<file path="src/rtl/stack_reverser.sv">
// Frame-reversing buffer: fills a LIFO from an input stream, then drains it in reverse order.
// Frames longer than DEPTH are split into DEPTH-sized chunks, which raises the sticky split_err flag.
module stack_reverser #(
  parameter int WIDTH = 8,
  parameter int DEPTH = 4,
  parameter int PTR_W = 2
) (
  input  logic             clk,
  input  logic             rst,
  input  logic             in_valid,
  input  logic [WIDTH-1:0] in_data,
  input  logic             in_last,
  output logic             in_ready,
  output logic             out_valid,
  output logic [WIDTH-1:0] out_data,
  output logic             out_last,
  input  logic             out_ready,
  output logic             empty,
  output logic             full,
  output logic             split_err,
  output logic [7:0]       frame_cnt
);

  typedef enum logic {FILL = 1'b0, DRAIN = 1'b1} state_t;

  localparam logic [PTR_W:0] CNT_FULL = (PTR_W+1)'(DEPTH);
  localparam logic [PTR_W:0] CNT_TOP  = (PTR_W+1)'(DEPTH - 1);
  localparam logic [PTR_W:0] CNT_ONE  = (PTR_W+1)'(1);

  state_t           state_q, state_d;
  logic [PTR_W:0]   count_q, count_d;
  logic             split_err_q, split_err_d;
  logic [7:0]       frame_cnt_q, frame_cnt_d;
  logic             push;
  logic [PTR_W-1:0] rd_idx;

  logic [WIDTH-1:0] mem [DEPTH];

  always_comb begin
    state_d     = state_q;
    count_d     = count_q;
    split_err_d = split_err_q;
    frame_cnt_d = frame_cnt_q;
    push        = 1'b0;
    case (state_q)
      FILL: begin
        if (in_valid) begin
          push    = 1'b1;
          count_d = count_q + CNT_ONE;
          // Reaching full ends the chunk even without in_last; the rest follows as a new frame.
          if (in_last || count_q == CNT_TOP) state_d = DRAIN;
          if (!in_last && count_q == CNT_TOP) split_err_d = 1'b1;
        end
      end
      DRAIN: begin
        if (out_ready) begin
          count_d = count_q - CNT_ONE;
          if (count_q == CNT_ONE) begin
            state_d     = FILL;
            frame_cnt_d = frame_cnt_q + 8'd1;
          end
        end
      end
      default: state_d = FILL;
    endcase
  end

  always_ff @(posedge clk) begin
    if (rst) begin
      state_q     <= FILL;
      count_q     <= '0;
      split_err_q <= 1'b0;
      frame_cnt_q <= 8'd0;
    end else begin
      state_q     <= state_d;
      count_q     <= count_d;
      split_err_q <= split_err_d;
      frame_cnt_q <= frame_cnt_d;
    end
  end

  // Storage is never reset; only the count decides which entries are meaningful.
  always_ff @(posedge clk) begin
    if (push && !rst) mem[count_q[PTR_W-1:0]] <= in_data;
  end

  assign rd_idx    = count_q[PTR_W-1:0] - PTR_W'(1);
  assign in_ready  = (state_q == FILL);
  assign out_valid = (state_q == DRAIN);
  assign out_data  = mem[rd_idx];
  assign out_last  = (state_q == DRAIN) && (count_q == CNT_ONE);
  assign empty     = (count_q == '0);
  assign full      = (count_q == CNT_FULL);
  assign split_err = split_err_q;
  assign frame_cnt = frame_cnt_q;

endmodule

</file>
<file path="config.mk">
export PLATFORM = sky130hd
export DESIGN_NAME = stack_reverser
export DESIGN_NICKNAME = d
export VERILOG_FILES = /design/src/rtl/stack_reverser.sv
export SDC_FILE = /design/constraint.sdc
export NUM_CORES = 1
export LEC_CHECK = 0
export CORE_ASPECT_RATIO = 0.5
export CORE_MARGIN = 8
export CORE_UTILIZATION = 45
export CTS_CLUSTER_DIAMETER = 60
export DETAILED_ROUTE_END_ITERATION = 16
export PLACE_DENSITY = 0.7
export SLEW_MARGIN = 20
export SYNTH_ARGS = -nofsm -noshare
export SYNTH_HDL_FRONTEND = slang
export SYNTH_SLANG_ARGS = --single-unit
</file>
<file path="constraint.sdc">
create_clock -name clk -period 3.6 [get_ports clk]
set_input_delay 0.72 -clock clk [delete_from_list [all_inputs] [get_ports clk]]
set_output_delay 0.72 -clock clk [all_outputs]
set_load 0.1 [all_outputs]
</file>
==> impl_metrics.env <==
export IMPL_drive_gt1_frac=0.2073
export IMPL_nNetsFinal=184
export IMPL_whs_path_depth=2
export IMPL_hold_ws_ns=0.5001
export IMPL_hold_buffers=0
export IMPL_grt_pass1_wl_um=5699
export IMPL_synth_nets=146
export IMPL_path_cells="inv_1 > ha_1 > mux4_2 > buf_4"
export IMPL_drtIter0Drc=26
export IMPL_ir_drop_mv=0.1980
export IMPL_synth_seq_cells=45
export IMPL_min_period_ns=2.689
export IMPL_setup_viol=0
export IMPL_antenna_found_initial=0
export IMPL_rr_endpoint="frame_cnt[6]"
export IMPL_timing_max_cap_violations=0
export IMPL_wl_um=3452
export IMPL_gp_congestion=0.7401
export IMPL_slowest_delay_ns=0.56
export IMPL_synth_edf_count=32
export IMPL_crit_fanout=10
export IMPL_outcome="completed"
export IMPL_skew_ns=0.007652
export IMPL_regToRegSetupSlack_ns=1.75
export IMPL_final_cell_count_no_fill=218
export IMPL_worstHoldPathType="flop to flop"
export IMPL_pre_cts_ws_ns=1.204
export IMPL_critical_path_arrival_ns=1.97
export IMPL_dpl_cell_area_sq_mm=0.002273
export IMPL_drtAntennaViolNets=0
export IMPL_syn2layout_area_growth_pct=25.39
export IMPL_syn_inst=125
export IMPL_fin_area_sq_mm=0.002385
export IMPL_end_kind="output port"
export IMPL_regToRegStartpoint="count_q[0]"
export IMPL_cts_tree="done"
export IMPL_start_util=0.4774
export IMPL_drc=0
export IMPL_tightest_slew_ns=0.9779
export IMPL_clock_latency_ns=0.29
export IMPL_hold_viol_final=0
export IMPL_start_kind="flop"
export IMPL_setup_ws_ns=0.9107
export IMPL_power_leakage_nw=0.8508
export IMPL_vias_per_cell=5.225
export IMPL_synth_most_common_cell="edfxtp_1"
export IMPL_dr_pass1_iters=4
export IMPL_cp_slowest_cell="ha_1"
export IMPL_dieArea_sq_mm=0.006689
export IMPL_totalPowerFinal_mw=1.456
export IMPL_syn_area_sq_mm=0.001902
export IMPL_path_class="flop to output port"
export IMPL_crit_path_start="count_q[1]"
export IMPL_cts_root_buf="clkbuf_8"
export IMPL_rsz0062_at_grt="false"
export IMPL_die_y_um=61.97
export IMPL_clk_pin_slew_worst_paths_ns=0.08
export IMPL_final_fill_count=312
export IMPL_dpl_hpwl_um=2531
export IMPL_r2r_cells=5
export IMPL_worstPathRequired_ns=2.88
export IMPL_vias=1139
export IMPL_setup_tns_ns=0
export IMPL_seq_area_sq_mm=0.001221
export IMPL_wl_per_cell_um=15.83
export IMPL_core_area_sq_mm=0.003984
export IMPL_slew_violations=0
export IMPL_synth_async_sr_flop_share=0
export IMPL_dpl_cell_count=210
export IMPL_cts_max_path_buffers=2
export IMPL_ys_top_cells_by_area="edfxtp_1, dfxtp_1, mux4_2, ha_1, a21oi_1"
export IMPL_dieWidth_um=107.9
export IMPL_syn_area_per_cell_sq_um=15.21
export IMPL_grt_overflow_total=0
export IMPL_grt_max_degree=17
export IMPL_yosys_area_top_type="edfxtp_1"
export IMPL_ys_top_cells_by_count="edfxtp_1, dfxtp_1"
export IMPL_fmax_ghz=0.3718
export IMPL_yosysSeqAreaShare=0.6421
export IMPL_grt_pass1_vias=1145
export IMPL_cts_buffers=5
export IMPL_grt_usage=0.1127
export IMPL_ys_flop_type="edfxtp_1"
export IMPL_htreeDepth=2
export IMPL_ioPinCount=35
export IMPL_relSlewSlack=0.3460
export IMPL_crit_end="out_data[6]"
export IMPL_yosysTopAreaCellShare=0.5053
export IMPL_ys_warn_count=0
export IMPL_multiInputGateArea_sq_um=619.3
export IMPL_cts_resized=0
export IMPL_cts_sinks=45
export IMPL_portBuffers=34
export IMPL_final_util=0.5986
export IMPL_cts_setup_buffers=0
export IMPL_finalCritPeriodShare=0.7470
export IMPL_synth_distinct_cells=34
export IMPL_rows=16
export IMPL_p_per_area_mw_per_mm2=610.4
export IMPL_diodes=0
-- layout make-up --
type                    instances  area share
flip-flops and latches         45      0.5121
multi-input cells              67      0.2597
repair buffers                 36      0.1406
clock buffers                   6     0.03043
well taps                      54     0.02833
clock inverters                 2     0.01626
inverters                       8     0.01259
-- how the worst min path moves through the flow --
stage / from / endpoint
global placement: split_err / split_err
finish: frame_cnt[5] / frame_cnt[5]
CTS: frame_cnt[5] / frame_cnt[5]
floorplan: count_q[2] / count_q[2]
detailed placement: split_err / split_err
global route: split_err / split_err
-- routing by layer --
metal | global-route usage | wire length (um) | vias up
met5 | 0 | 0 | -
met4 | 0.05078 | 44 | 0
met3 | 0.03292 | 197 | 5
met2 | 0.1899 | 1650 | 29
met1 | 0.1343 | 1560 | 556
li1 | - | - | 549
-- state kept, by name, summed over array words and instances, names as in the netlist --
name and flops:
mem 32, frame_cnt 8, count_q 3, out_valid 1, split_err 1
-- where the power goes --
group          total (mW)  switching (mW)  internal, mW
Clock               0.371           0.163         0.208
Sequential          0.590          0.0125         0.577
Combinational       0.495           0.361         0.133
Total                1.46           0.537         0.919
-- logic make-up (layout without fill, tap and decap cells) --
group | count (synthesis) | after routing | share of synthesized area
AOI/OAI and AO/OA | 16 | 16 | 0.05263
adders and majority gates | 8 | 8 | 0.05263
DFF | 45 | 45 | 0.6421
buffers and inverters | 13 | 52 | 0.03224
and+or+nand+nor | 29 | 29 | 0.09407
xor gates and xnor gates | 2 | 2 | 0.009212
muxes | 12 | 12 | 0.1171
-- placed cells by master (no fill, tap or decap), drive strengths merged, types with 2 or more instances in the layout --
master | netlist | layout
nor2 | 8 | 8
mux2i | 2 | 2
ha | 8 | 8
mux4 | 8 | 8
mux2 | 2 | 2
or3 | 2 | 2
nor2b | 2 | 2
a221oi | 2 | 2
nand2 | 3 | 3
nand2b | 2 | 2
edfxtp | 32 | 32
or4 | 2 | 2
dfxtp | 13 | 13
clkbuf | 2 | 6
clkdlybuf4s50 | 0 | 21
buf | 3 | 15
a21oi | 6 | 6
inv | 8 | 8
and2 | 4 | 4
nor4 | 2 | 2
o31ai | 2 | 2
o21ai | 3 | 3
-- critical path, delay by kind of cell (launching register included) --
kind / cells / cell delay (ns)
buf+inv: 2 / 0.34
flops: 1 / 0.40
fa+ha+maj: 1 / 0.56
mux: 1 / 0.38
(Power assumes the default switching activity.)
==> variant: new RTL, config.mk and constraints unchanged <==
The parameter `DEPTH` goes from 4 to 8.
--- a/src/rtl/stack_reverser.sv
+++ b/src/rtl/stack_reverser.sv
@@ -2,7 +2,7 @@
 // Frames longer than DEPTH are split into DEPTH-sized chunks, which raises the sticky split_err flag.
 module stack_reverser #(
   parameter int WIDTH = 8,
-  parameter int DEPTH = 4,
+  parameter int DEPTH = 8,
   parameter int PTR_W = 2
 ) (
   input  logic             clk,
Check against the original RTL: not equivalent (a bounded check fails within 4 cycles, from zero or initial values and one cycle with rst high).
==> variant against the unedited design <==
  * Sequential cell count unchanged
  * Power decreased by 6.1%
  * Final area decreased by 2.0%
  * Synthesized area increased by 0.39%
  * Worst setup slack got worse by 44 ps
  * Wire length increased by 1.3%
  * First-iteration DRC count increased by 38%
  * Critical endpoint is now out_data[0]
  * Largest cell class unchanged
==> variant: results (changes against the unedited design) <==
stage,metric,value,unit,change
run_status,outcome,"finished, final reports clean",,unchanged
global_routing,largest net degree at the start of global routing,15,,was 17
power,Sequential Power Share,43.1,%,was 40.5%
setup_path,critical path's largest stage delay,580,ps,was 560 ps
detailed_routing,Via Count,1126,,was 1139
layout,filler cell count,324,,was 312
layout,number of flip-flops in the largest register,32,,unchanged
yosys,"top cells by count, synth","edfxtp_1, dfxtp_1, inv_1, a21oi_1, mux4_2",,"was edfxtp_1, dfxtp_1"
sta,clk_skew,7.248,ps,was 7.652 ps
layout,Non-Filler Instances,216,,was 218
place,gpl congestion,0.7920,,was 0.7401
clocking,clock transition at the registers of the reported paths,80,ps,about the same
yosys,sequential area share after synthesis,63.96,%,was 64.21%
yosys,Compound-Gate Fraction of Synth Area,5.963,%,was 5.263%
layout,# diodes,0,,unchanged
global_routing,global-route wire length before repair,5.630,mm,was 5.699 mm
power,Clock net power,0.294,mW,was 0.371 mW
layout,share of post-route cells with drive strength above 1,19.75,%,was 20.73%
yosys,Synth Area in Adders,4.587,%,was 5.263%
yosys,number of synthesized flops with an enable pin,32,,unchanged
power,static leakage,0.8601,nW,was 0.8508 nW
place,# placed instances,208,,was 210
clocking,H-tree Lvls,2,,unchanged
power,net switching power,0.5352,mW,was 0.5369 mW
place,hpwl dp,2.577,mm,was 2.531 mm
yosys,"Top FF cell, synth",edfxtp_1,,unchanged
yosys,Post-Syn Nets,145,,was 146
sta,Final Max Tran Viols,0,,unchanged
worst_hold_path,Tightest Hold Check Type,flop to flop,,unchanged
yosys,post-synth cell types,31,,was 34
detailed_routing,drt pass-1 iters,4,,unchanged
sta,headroom to the max-slew limit,34.48,%,was 34.60%
detailed_routing,wire length per cell,16.19,um,was 15.83 um
yosys,top post-synthesis cells by area,"edfxtp_1, dfxtp_1, mux4_2",,unchanged
detailed_routing,First DRT Iteration DRCs,36,,was 26
layout,Layout Nets,181,,was 184
global_routing,initial antenna violation count,0,,unchanged
global_routing,GRT Util Overall,11.27,%,about the same
yosys,mux contribution to synthesized area,11.07,%,was 11.71%
setup_path,WP data arrival,2010,ps,was 1970 ps
yosys,synth warn,0,,unchanged
clocking,Num CTS Buffers,5,,unchanged
clocking,later-pin clock latency in the skew report,290,ps,about the same
clocking,post-cts sizing count,0,,unchanged
yosys,xor and xnor fraction of the mapped netlist area,0.9174,%,was 0.9211%
power,VDD IR max,0.0002113,V,was 0.0001980 V
global_routing,vias in the first global route,1189,,was 1145
yosys,average size of a mapped cell,15.27,um2,was 15.21 um2
[variant: cell types whose count changed in the layout (fill, tap and decap cells not counted), moves of 2 or more]
cell     change
or4_1        +2
a21oi_1      +2
nor2_1       -3
and3_1       +4
and2_1       -4
o31ai_1      +2
[variant: path summary, 6_finish.rpt]
path | startpoint | endpoint | slack (ps) | cells past startpoint
worst max register to register | count_q[0]$_SDFFE_PP0P_ | frame_cnt[5]$_SDFFE_PP0P_ | 1790 | 5
worst min-delay path | split_err$_SDFFE_PP0P_ | split_err$_SDFFE_PP0P_ | 510 | 2
worst max-delay path | count_q[1]$_SDFFE_PP0P_ | out_data[0] | 870 | 4
worst min register to register | split_err$_SDFFE_PP0P_ | split_err$_SDFFE_PP0P_ | 510 | 2
[variant: metrics by stage]
stage | util [%] | setup slack, ps | instance area [um2] | total power [mW]
after floorplan | - | 851.2 | 1909 | 0.9936
after global placement | 56.50 | 1200 | 2251 | 1.085
after detailed placement | 56.50 | 1130 | 2251 | 1.089
after CTS | 58.67 | 841.2 | 2337 | 1.379
after global routing | 58.67 | 748.6 | 2337 | 1.416
final | 58.67 | 866.5 | 2337 | 1.367
[variant: cell type report]
type	count	area [um2]	share of cell area, %
flip-flops and latches	45	1221	52.25
multi-input cells	65	613.1	26.23
repair buffers	35	315.3	13.49
clock buffers	5	68.82	2.944
well taps	54	67.56	2.891
inverters	9	33.78	1.445
clock inverters	3	17.52	0.7495
[variant: routing by layer]
layer / GRT usage [%] / part of all wire (%)
met4: 4.688 / 1.2
met2: 18.88 / 48
met3: 4.630 / 5.8
met1: 12.78 / 45
met5: 0 / 0
[variant: critical path: cells and delay by family, from the launching register on]
| kind | cells | cell delay, ps |
|---|---|---|
| fa+ha+maj | 1 | 580 |
| flops | 1 | 420 |
| mux | 1 | 380 |
| buf+inv | 2 | 340 |
